--- config.mk ---
export PLATFORM = sky130hd
export DESIGN_NAME = bcd_scan_counter
export DESIGN_NICKNAME = d
export VERILOG_FILES = /design/src/rtl/bcd_scan_counter_pkg.sv /design/src/rtl/bcd_scan_counter_digit.sv /design/src/rtl/bcd_scan_counter.sv
export SDC_FILE = /design/constraint.sdc
export NUM_CORES = 1
export LEC_CHECK = 0
export BUFFER_PORTS_ARGS = -buffer_cell sky130_fd_sc_hd__buf_2
export CORE_MARGIN = 3
export CORE_UTILIZATION = 28
export DETAILED_ROUTE_END_ITERATION = 16
export PLACE_DENSITY = 0.47
export SYNTH_ARGS = -nofsm -noshare
export SYNTH_HDL_FRONTEND = slang
export SYNTH_SLANG_ARGS = --single-unit
export TNS_END_PERCENT = 10
--- constraint.sdc ---
create_clock -name clk -period 3.02 [get_ports clk]
set_input_delay 0.755 -clock clk [delete_from_list [all_inputs] [get_ports clk]]
set_output_delay 0.755 -clock clk [all_outputs]
set_load 0.005 [all_outputs]
--- src/rtl/bcd_scan_counter_pkg.sv ---
// Constants and helpers shared by the BCD scan counter and its decade cells.
package bcd_scan_counter_pkg;

    localparam int              BCD_W      = 4;
    localparam logic [BCD_W-1:0] BCD_MAX   = 4'd9;
    localparam int              MAX_DIGITS = 8;

    // Active-low select with only bit idx low; bits at or above n stay high.
    function automatic logic [MAX_DIGITS-1:0] onehot_n(input int idx, input int n);
        logic [MAX_DIGITS-1:0] sel;
        sel = '1;
        for (int i = 0; i < MAX_DIGITS; i++) begin
            if (i == idx && i < n) begin
                sel[i] = 1'b0;
            end
        end
        return sel;
    endfunction

    function automatic logic [BCD_W-1:0] digit_slice(input logic [BCD_W*MAX_DIGITS-1:0] vec,
                                                     input int idx);
        return vec[idx*BCD_W +: BCD_W];
    endfunction

endpackage

--- src/rtl/bcd_scan_counter_digit.sv ---
// Single decade (0..9) counter cell; cells chain through carry_out into inc.
module bcd_digit
    import bcd_scan_counter_pkg::*;
(
    input  logic             clk,
    input  logic             rst,
    input  logic             clr,
    input  logic             inc,
    output logic [BCD_W-1:0] q,
    output logic [BCD_W-1:0] q_next,
    output logic             carry_out
);

    logic [BCD_W-1:0] q_q, q_d;
    logic             at_max;

    // NOTE: every always_comb output gets a default first so no path leaves it unassigned (no latch).
    always_comb begin
        at_max    = (q_q >= BCD_MAX);
        q_d       = q_q;
        carry_out = inc && at_max;
        if (clr) begin
            q_d = '0;
        end else if (inc) begin
            q_d = at_max ? '0 : q_q + BCD_W'(1);
        end
    end

    // NOTE: state updates use non-blocking assignments so all flops sample the same pre-edge values.
    always_ff @(posedge clk) begin
        if (rst) begin
            q_q <= '0;
        end else begin
            q_q <= q_d;
        end
    end

    assign q      = q_q;
    assign q_next = q_d;

endmodule

--- src/rtl/bcd_scan_counter.sv ---
// Multi-digit BCD event counter with prescaled increment and a time-multiplexed
// digit scanner driving a common-anode display through seven_segment.
module bcd_scan_counter
    import bcd_scan_counter_pkg::*;
#(
    parameter int NUM_DIGITS = 4,
    parameter int COUNT_DIV  = 50000000,
    parameter int SCAN_DIV   = 50000
) (
    input  logic                        clk,
    input  logic                        rst,
    input  logic                        en,
    input  logic                        clr,
    output logic [BCD_W-1:0]            bcd,
    output logic [NUM_DIGITS-1:0]       digit_sel,
    output logic [BCD_W*NUM_DIGITS-1:0] count_bcd,
    output logic                        rollover
);

    localparam int CNT_W  = (COUNT_DIV > 1) ? $clog2(COUNT_DIV) : 1;
    localparam int SCAN_W = (SCAN_DIV > 1) ? $clog2(SCAN_DIV) : 1;
    localparam int IDX_W  = $clog2(NUM_DIGITS);
    localparam logic [NUM_DIGITS-1:0] SEL_RESET = {{(NUM_DIGITS-1){1'b1}}, 1'b0};

    logic [CNT_W-1:0]              cnt_q, cnt_d;
    logic [SCAN_W-1:0]             scan_q, scan_d;
    logic [IDX_W-1:0]              idx_q, idx_d;
    logic [BCD_W-1:0]              bcd_q, bcd_d;
    logic [NUM_DIGITS-1:0]         sel_q, sel_d;
    logic                          rollover_q, rollover_d;
    logic                          tick;
    logic [NUM_DIGITS:0]           carry;
    logic [BCD_W*NUM_DIGITS-1:0]   count_vec, count_next_vec;
    logic [BCD_W*MAX_DIGITS-1:0]   next_padded;
    logic [MAX_DIGITS-1:0]         sel_full;

    assign carry[0] = tick;

    for (genvar g = 0; g < NUM_DIGITS; g++) begin : g_digit
        bcd_digit u_digit (
            .clk       (clk),
            .rst       (rst),
            .clr       (clr),
            .inc       (carry[g]),
            .q         (count_vec[g*BCD_W +: BCD_W]),
            .q_next    (count_next_vec[g*BCD_W +: BCD_W]),
            .carry_out (carry[g+1])
        );
    end

    always_comb begin
        tick  = 1'b0;
        cnt_d = cnt_q;
        if (clr) begin
            cnt_d = '0;
        end else if (en) begin
            if (cnt_q == CNT_W'(COUNT_DIV - 1)) begin
                cnt_d = '0;
                tick  = 1'b1;
            end else begin
                cnt_d = cnt_q + CNT_W'(1);
            end
        end

        // Scanning free-runs; clr and en never touch it.
        scan_d = scan_q + SCAN_W'(1);
        idx_d  = idx_q;
        if (scan_q == SCAN_W'(SCAN_DIV - 1)) begin
            scan_d = '0;
            idx_d  = (idx_q == IDX_W'(NUM_DIGITS - 1)) ? '0 : idx_q + IDX_W'(1);
        end

        // Select from the post-increment digits so bcd never lags count_bcd.
        next_padded                          = '0;
        next_padded[BCD_W*NUM_DIGITS-1:0]    = count_next_vec;
        bcd_d                                = digit_slice(next_padded, int'(idx_d));
        sel_full                             = onehot_n(int'(idx_d), NUM_DIGITS);
        sel_d                                = sel_full[NUM_DIGITS-1:0];
        rollover_d                           = carry[NUM_DIGITS];
    end

    always_ff @(posedge clk) begin
        if (rst) begin
            cnt_q      <= '0;
            scan_q     <= '0;
            idx_q      <= '0;
            bcd_q      <= '0;
            sel_q      <= SEL_RESET;
            rollover_q <= 1'b0;
        end else begin
            cnt_q      <= cnt_d;
            scan_q     <= scan_d;
            idx_q      <= idx_d;
            bcd_q      <= bcd_d;
            sel_q      <= sel_d;
            rollover_q <= rollover_d;
        end
    end

    assign bcd       = bcd_q;
    assign digit_sel = sel_q;
    assign count_bcd = count_vec;
    assign rollover  = rollover_q;

endmodule
==> results of run 1 <==
-- report_power, final --
group	internal, mW	switching (mW)
clock	0.730	0.416
combinational	0.00922	0.0239
sequential	0.915	0.00397
-- worst max path at each step --
stage / from / slack (ns) / endpoint / cells past startpoint
6_report: cnt_q[0]$_SDFFE_PP0P_ / 0.69 / bcd[1]$_SDFF_PP0_ / 7
5_1_grt: scan_q[0]$_SDFF_PP0_ / 0.45 / bcd[2]$_SDFF_PP0_ / 7
4_1_cts: scan_q[0]$_SDFF_PP0_ / 0.65 / bcd[2]$_SDFF_PP0_ / 7
3_5_place_dp: en / 0.34 / bcd[1]$_SDFF_PP0_ / 7
3_3_place_gp: en / 0.39 / bcd[1]$_SDFF_PP0_ / 7
2_1_floorplan: en / 0.52 / bcd[1]$_SDFF_PP0_ / 6
-- Yosys cell counts, drive strengths merged, types with 2 or more instances --
| library cell | n |
|---|---|
| nand3 | 21 |
| nand2 | 25 |
| nor3b | 3 |
| nor4bb | 2 |
| nor2 | 74 |
| a31oi | 7 |
| xnor2 | 17 |
| a311oi | 2 |
| nor3 | 8 |
| ha | 15 |
| a21oi | 5 |
| nor4 | 4 |
| nand4 | 15 |
| nor2b | 2 |
| o211ai | 2 |
| and2 | 9 |
| and3 | 9 |
| o21ai | 2 |
| or3b | 3 |
| mux2 | 4 |
| xor2 | 22 |
| inv | 13 |
| o22ai | 3 |
| or2 | 3 |
| clkbuf | 6 |
| o311ai | 2 |
| o21a | 3 |
| or3 | 3 |
| mux2i | 4 |
| and4 | 5 |
| dfxtp | 69 |
| buf | 2 |
| nor4b | 4 |
-- routing by layer --
layer | routed length (µm) | part of all wire
met4 | 117 | 0.015
met3 | 388 | 0.048
met1 | 3990 | 0.50
met2 | 3520 | 0.44
met5 | 0 | 0
-- cells by family after synthesis --
| family | share of synthesized area |
|---|---|
| AO/OA/AOI/OAI | 0.0825 |
| XOR/XNOR | 0.0992 |
| adder cells (fa/ha/maj) | 0.0545 |
| buffers and inverters | 0.0236 |
| flip-flops | 0.401 |
| multiplexers | 0.0258 |
| AND/OR/NAND/NOR | 0.313 |
-- cell type report --
type,instances,area [µm²],share of cell area
multi-input combinational,294,1980,0.484
inverter,13,48.8,0.0119
clock inverter,6,95.1,0.0232
timing repair buffer,33,178,0.0434
sequential,69,1380,0.338
tap,143,179,0.0437
clock buffer,10,229,0.0560
-- flip-flops by register name, summed over array words and instances, names as in the netlist --
signal,flops
cnt_q,26
idx_q,2
bcd,4
rollover,1
g_digit.u_digit.q,16
digit_sel,4
scan_q,16
-- worst max-delay path, stage by stage (launching register included) --
cell and delay (ns):
dfxtp_1 0.37, ha_1 0.20, and4_2 0.30, nand4_2 0.21, nor4_4 0.34, mux2_2 0.37, or3_1 0.31, a31oi_1 0.17
==> results.md, run 1 <==
* Critical Path RT at 3.29 ns
* Gr busiest metal: met2
* Worst R2R Setup Slack at 0.69 ns
* Met1 GRT Util at 0.166
* Net count reported at finish at 439
* Initial antenna violation count at 0
* RSZ-0062 raised after global routing: false
* CTS tree: yes
* Vias per cell at 4.89
* Synth top area share at 0.401
* Share of cells above drive strength 1 at 0.174
* DP Cell Count at 552
* CTS Buf Count at 9
* Netlist Area Pre-Place at 3440 µm²
* Gr usage total at 0.127
* Ys Warns at 0
* Endpoints failing hold at 0
* Max_cap viols at 0
* Fin util at 0.349
* Maximum vdd ir drop at 0.333 mV
* Post-synth EDFFs at 0
* Max-slew violations at 0
* Reg clk slew, reported paths at 0.06 ns
* Flops & latches, synth at 69
* Endpoint class of the critical path: flip-flop
* Leakage at 1.57 nW
* Syn Inst Count at 384
* IO Pins at 29
* FILL cells at 1247
* Pwr Total at 2.10 mW
* Rows at 39
* Layout area overhead at 18.8%
* Outcome: finished, final reports clean
* Period Utilization, post-route at 0.773
* Post-synth top flop: dfxtp_1
* DRT iter0 DRCs at 174
* GRT met3 Usage at 0.0396
* First-pass GRT wire length at 13500 µm
* Worst r2r src: cnt_q[0]$_SDFFE_PP0P_
* Final RePlAce weighted congestion at 0.770
* Worst Hold End: scan_q[0]$_SDFF_PP0_
* Root Buffer: clkbuf_16
* Post-route cell area at 4090 µm²
* Syn avg cell area at 8.97 µm²
* Largest area contributor in the netlist: dfxtp_1
* Placement Setup Slack at 0.335 ns
* Number of diodes at 0
* Crit path kind: reg -> reg
* FF-to-FF path depth at 7
* Clock Latency Late Sink at 0.34 ns
* Number of global-route vias before repair at 2673
* Die Area at 13700 µm²
* Final HPWL DP at 5940 µm
* Die width at 117 µm
* Commonest cells after routing, fill and taps aside: nor2_1, dfxtp_1, buf_2
* Routed via count at 2776
* Clk sinks at 69
* Post-route DRC at 0
* Routed len/inst at 14.1 µm
* TritonRoute pass-1 iters at 4
* Total wire length at 8010 µm
* Placed instance area at 3770 µm²
* Largest net degree at the start of global routing at 27
* Setup Skew at 0.00831 ns
* Worst slew margin at 0.611
* CP startpoint kind: flip-flop
* Layout Cells excl Fill at 568
* Final WS setup at 0.686 ns
* CTS resizes at 0
* Die height at 117 µm
* Seq/Total Area, Yosys at 0.401
* Fin Hold WS at 0.464 ns
* Hold Path Depth at 1
* H-tree lvl count at 3
* Synthesized net count at 403
* Worst Min Path Start: scan_q[0]$_SDFF_PP0_
* Max clock buf depth at 2
* Worst EP arrival at 2.60 ns
* Fraction of registers with async set/reset at 0
* Post-route antenna net violation count at 0
* Core ar. at 11700 µm²
* Met2 usage at 0.194
* Crit path max fanout at 4
* Final worst path period need at 2.33 ns
* Finish-stage setup viols at 0
* Worst-margin pin slew at 0.567 ns
* Setup TNS at 0 ns
* Maximum clock frequency at 429 MHz
* Hold Buf Count CTS at 0
* Ranking of synthesized cells by area: dfxtp_1, nor2_1, xor2_1, ha_1, xnor2_1
* Synth unique cells at 60
* Power per cell area at 513 nW/µm²
* R2r endpoint: bcd[1]$_SDFF_PP0_
* PortBufs at 28
* Initial Util at 0.294
* Hold/Removal Path Class: reg -> reg
* Setup Fix Bufs, Post-CTS at 0
* GRT overflow at 0
* Commonest non-fill, non-tap cell in the layout: nor2_1
Power figures use the tool's default switching activity.
==> run 2, diff against run 1 <==
--- a/config.mk
+++ b/config.mk
@@ -5,11 +5,12 @@
 export SDC_FILE = /design/constraint.sdc
 export NUM_CORES = 1
 export LEC_CHECK = 0
+export ABC_AREA = 1
 export BUFFER_PORTS_ARGS = -buffer_cell sky130_fd_sc_hd__buf_2
 export CORE_MARGIN = 3
 export CORE_UTILIZATION = 28
 export DETAILED_ROUTE_END_ITERATION = 16
-export PLACE_DENSITY = 0.47
+export PLACE_DENSITY = 0.49
 export SYNTH_ARGS = -nofsm -noshare
 export SYNTH_HDL_FRONTEND = slang
 export SYNTH_SLANG_ARGS = --single-unit
==> constraint.sdc (replaced) <==
create_clock -name clk -period 1.87 [get_ports clk]
set_input_delay 0.4675 -clock clk [delete_from_list [all_inputs] [get_ports clk]]
set_output_delay 0.4675 -clock clk [all_outputs]
set_load 0.005 [all_outputs]
==> run 2 against run 1 <==
  * First-iteration DRC count grew 12%
  * Setup slack got worse by 0.67 ns
  * Wire length is 14% higher
  * Clock skew fell by 0.0028 ns
  * Non-clock buffer count is 73 higher
  * Via count increased by 26%
  * Core utilization increased by 6.2 points
  * Highest routed layer unchanged
==> results.md, run 2 <==
* Total wire length at 9160 µm
* Number of diodes at 0
* Worst-margin pin slew at 0.369 ns
* Layout area overhead at 41.5%
* Worst Min Path Start: rst
* RSZ-0062 raised after global routing: true
* Post-synth EDFFs at 0
* Worst Hold End: digit_sel[1]$_SDFF_PP1_
* Fin Hold WS at 0.436 ns
* Cell Int Power at 2.82 mW
* Worst path bufs/invs at 3
* Fraction of registers with async set/reset at 0
* Pwr Total at 3.59 mW
* Largest area contributor in the netlist: dfxtp_1
* Crit path kind: reg -> reg
* First-pass GRT wire length at 15300 µm
* R2r endpoint: bcd[2]$_SDFF_PP0_
* CP cell instances: inv_1 -> ha_1 -> inv_1 -> a31oi_4 -> buf_4 -> nand4_4 -> nor2_8 -> nand2_4 -> o21ai_2 -> nand2_2 -> o21ai_2 -> nand2_1 -> nand2_1
* Clock share of power at 0.560
* Number of global-route vias before repair at 3246
* Hold Path Depth at 3
* Maximum vdd ir drop at 0.365 mV
* Max clock buf depth at 2
* CTS Buf Count at 9
* Post-route antenna net violation count at 0
* Synth top area share at 0.391
* Outcome: finished, final reports clean
* Initial Util at 0.291
* Commonest non-fill, non-tap cell in the layout: nand2_1
* Hold/Removal Path Class: in -> reg
* Reg with most FFs: cnt_q
* Commonest cells after routing, fill and taps aside: nand2_1, buf_4, inv_1
* Worst r2r src: g_digit[0].u_digit.q[1]$_SDFF_PP0_
* Initial antenna violation count at 0
* Leakage at 2.11 nW
* Max-slew violations at 0
* Largest register FFs at 26
* Seq/Total Area, Yosys at 0.391
* Vias per cell at 4.43
* Reg clk slew, reported paths at 0.06 ns
* Syn Inst Count at 504
* Ys Warns at 0
* Largest stage delay on the critical path at 0.31 ns
* Power per cell area at 717 nW/µm²
* Core ar. at 12200 µm²
* Post-synth top flop: dfxtp_1
* Die width at 118 µm
* Max_cap viols at 0
* Clock Latency Late Sink at 0.34 ns
* Final RePlAce weighted congestion at 0.821
* Period Utilization, post-route at 0.993
* Ranking of synthesized cells by area: dfxtp_1, nand2_1, inv_1, nor2_1, ha_1
* Synthesized net count at 523
* Endpoint class of the critical path: flip-flop
* H-tree lvl count at 3
* List of most frequent post-synthesis cells: nand2_1, inv_1, dfxtp_1, nor2_1, nand3_1
* Worst R2R Setup Slack at 0.01 ns
* Switching Fraction at 0.213
* Gr usage total at 0.134
* Routed via count at 3500
* Syn avg cell area at 7.02 µm²
* CP startpoint kind: flip-flop
* Worst EP arrival at 2.14 ns
* Root Buffer: clkbuf_16
* Slowest-stage cell, CP: dfxtp_1
* Top Family by Delay on Critical Path: simple AND/OR/NAND/NOR gates
* Setup Skew at 0.00552 ns
* IO Pins at 29
* Most frequent cell after synthesis: nand2_1
* Finish-stage setup viols at 0
* Final worst path period need at 1.86 ns
* Final HPWL DP at 6910 µm
* NetSw at 0.763 mW
* GRT overflow at 0
* FF-to-FF path depth at 13
* Net count reported at finish at 636
* Share of cells above drive strength 1 at 0.314
* Seq pwr share at 0.413
* Die Area at 14000 µm²
* Largest net degree at the start of global routing at 21
* Worst slew margin at 0.752
* Critical Path RT at 2.16 ns
* Routed len/inst at 11.6 µm
* PortBufs at 28
* Die height at 118 µm
* DRT iter0 DRCs at 195
* TritonRoute pass-1 iters at 4
* Clk sinks at 69
* Synth unique cells at 35
* Crit path max fanout at 7
* Flops & latches, synth at 69
* Maximum clock frequency at 538 MHz
* Post-route DRC at 0
* CTS tree: yes
* Rows at 40
* Netlist Area Pre-Place at 3540 µm²
* Logic gate share of total power at 0.027
* Endpoints failing hold at 0
-- run 2: cell types whose count changed after synthesis, sizes merged, moves of 8 or more --
cell   change
a21oi     +25
and2       -9
and3       -8
inv       +67
nand2     +86
nand3     +14
nor3      +18
o21ai     +14
xnor2     -15
xor2      -15
-- run 2: power groups by stage --
stage	sequential, mW	combinational, mW	clock [mW]
floorplan	1.51	0.0441	0
detailed placement	1.51	0.0917	0
CTS	1.48	0.0950	2.06
global route	1.48	0.108	2.13
finish	1.48	0.0965	2.01
global placement	1.51	0.0902	0
-- run 2: how the worst max path moves through the flow --
stage                     depth (start not counted)           endpoint                                from
after detailed placement                         15  bcd[3]$_SDFF_PP0_               cnt_q[0]$_SDFFE_PP0P_
after global routing                             15  bcd[2]$_SDFF_PP0_               cnt_q[0]$_SDFFE_PP0P_
after global placement                           15  bcd[3]$_SDFF_PP0_               cnt_q[0]$_SDFFE_PP0P_
after floorplan                                   9  bcd[1]$_SDFF_PP0_  g_digit[0].u_digit.q[0]$_SDFF_PP0_
after CTS                                        14  bcd[2]$_SDFF_PP0_               cnt_q[1]$_SDFFE_PP0P_
final                                            13  bcd[2]$_SDFF_PP0_  g_digit[0].u_digit.q[1]$_SDFF_PP0_
-- run 2: layout make-up --
cell class                 instances  area (µm²)
clock buffer                       9         225
timing repair buffer             106         729
clock inverter                     7         121
multi-input combinational        349        2020
fill                            1239        7160
sequential                        69        1390
tap                              168         210
inverter                          82         308
-- run 2: worst register-to-register path, cell delays in order (launching register included) --
cell and delay [ns]:
dfxtp_1 0.31, inv_1 0.09, ha_1 0.15, inv_1 0.06
a31oi_4 0.18, buf_4 0.15, nand4_4 0.15, nor2_8 0.18
nand2_4 0.09, o21ai_2 0.13, nand2_2 0.08, o21ai_2 0.12
nand2_1 0.06, nand2_1 0.06
-- run 2: layer usage --
| layer | up-vias | wire length, µm | GRT usage |
|---|---|---|---|
| li1 | 1843 | - | - |
| met1 | 1604 | 4610 | 0.178 |
| met2 | 44 | 4170 | 0.213 |
| met3 | 9 | 282 | 0.0378 |
| met4 | 0 | 103 | 0.0348 |
| met5 | - | 0 | 0 |
-- run 2: cell families after synthesis --
logic type	count (synthesis)	share of synthesized area
adders and majority gates	15	0.0531
DFF	69	0.391
AOI/OAI and AO/OA	56	0.0874
buffers and inverters	86	0.0913
and+or+nand+nor	269	0.355
xor gates and xnor gates	9	0.0223
-- run 2: stage by stage --
stage / cell area [µm²] / util / std cells / setup TNS (ns) / setup slack (ns)
after floorplan: 3540 / - / 504 / 0 / 0.0472
after CTS: 4870 / 0.400 / 790 / -0.142 / -0.0700
after global routing: 5000 / 0.411 / 790 / -0.810 / -0.117
final: 5000 / 0.411 / 790 / 0 / 0.0128
after detailed placement: 4450 / 0.366 / 773 / -0.767 / -0.183
after global placement: 4450 / 0.366 / 773 / -0.426 / -0.144
-- run 2: repair_timing --
action,CTS,global route
setup buffers,1,0
hold buffers,0,0
pin swaps,8,8
resized for setup,15,39
setup endpoints to repair,12,35
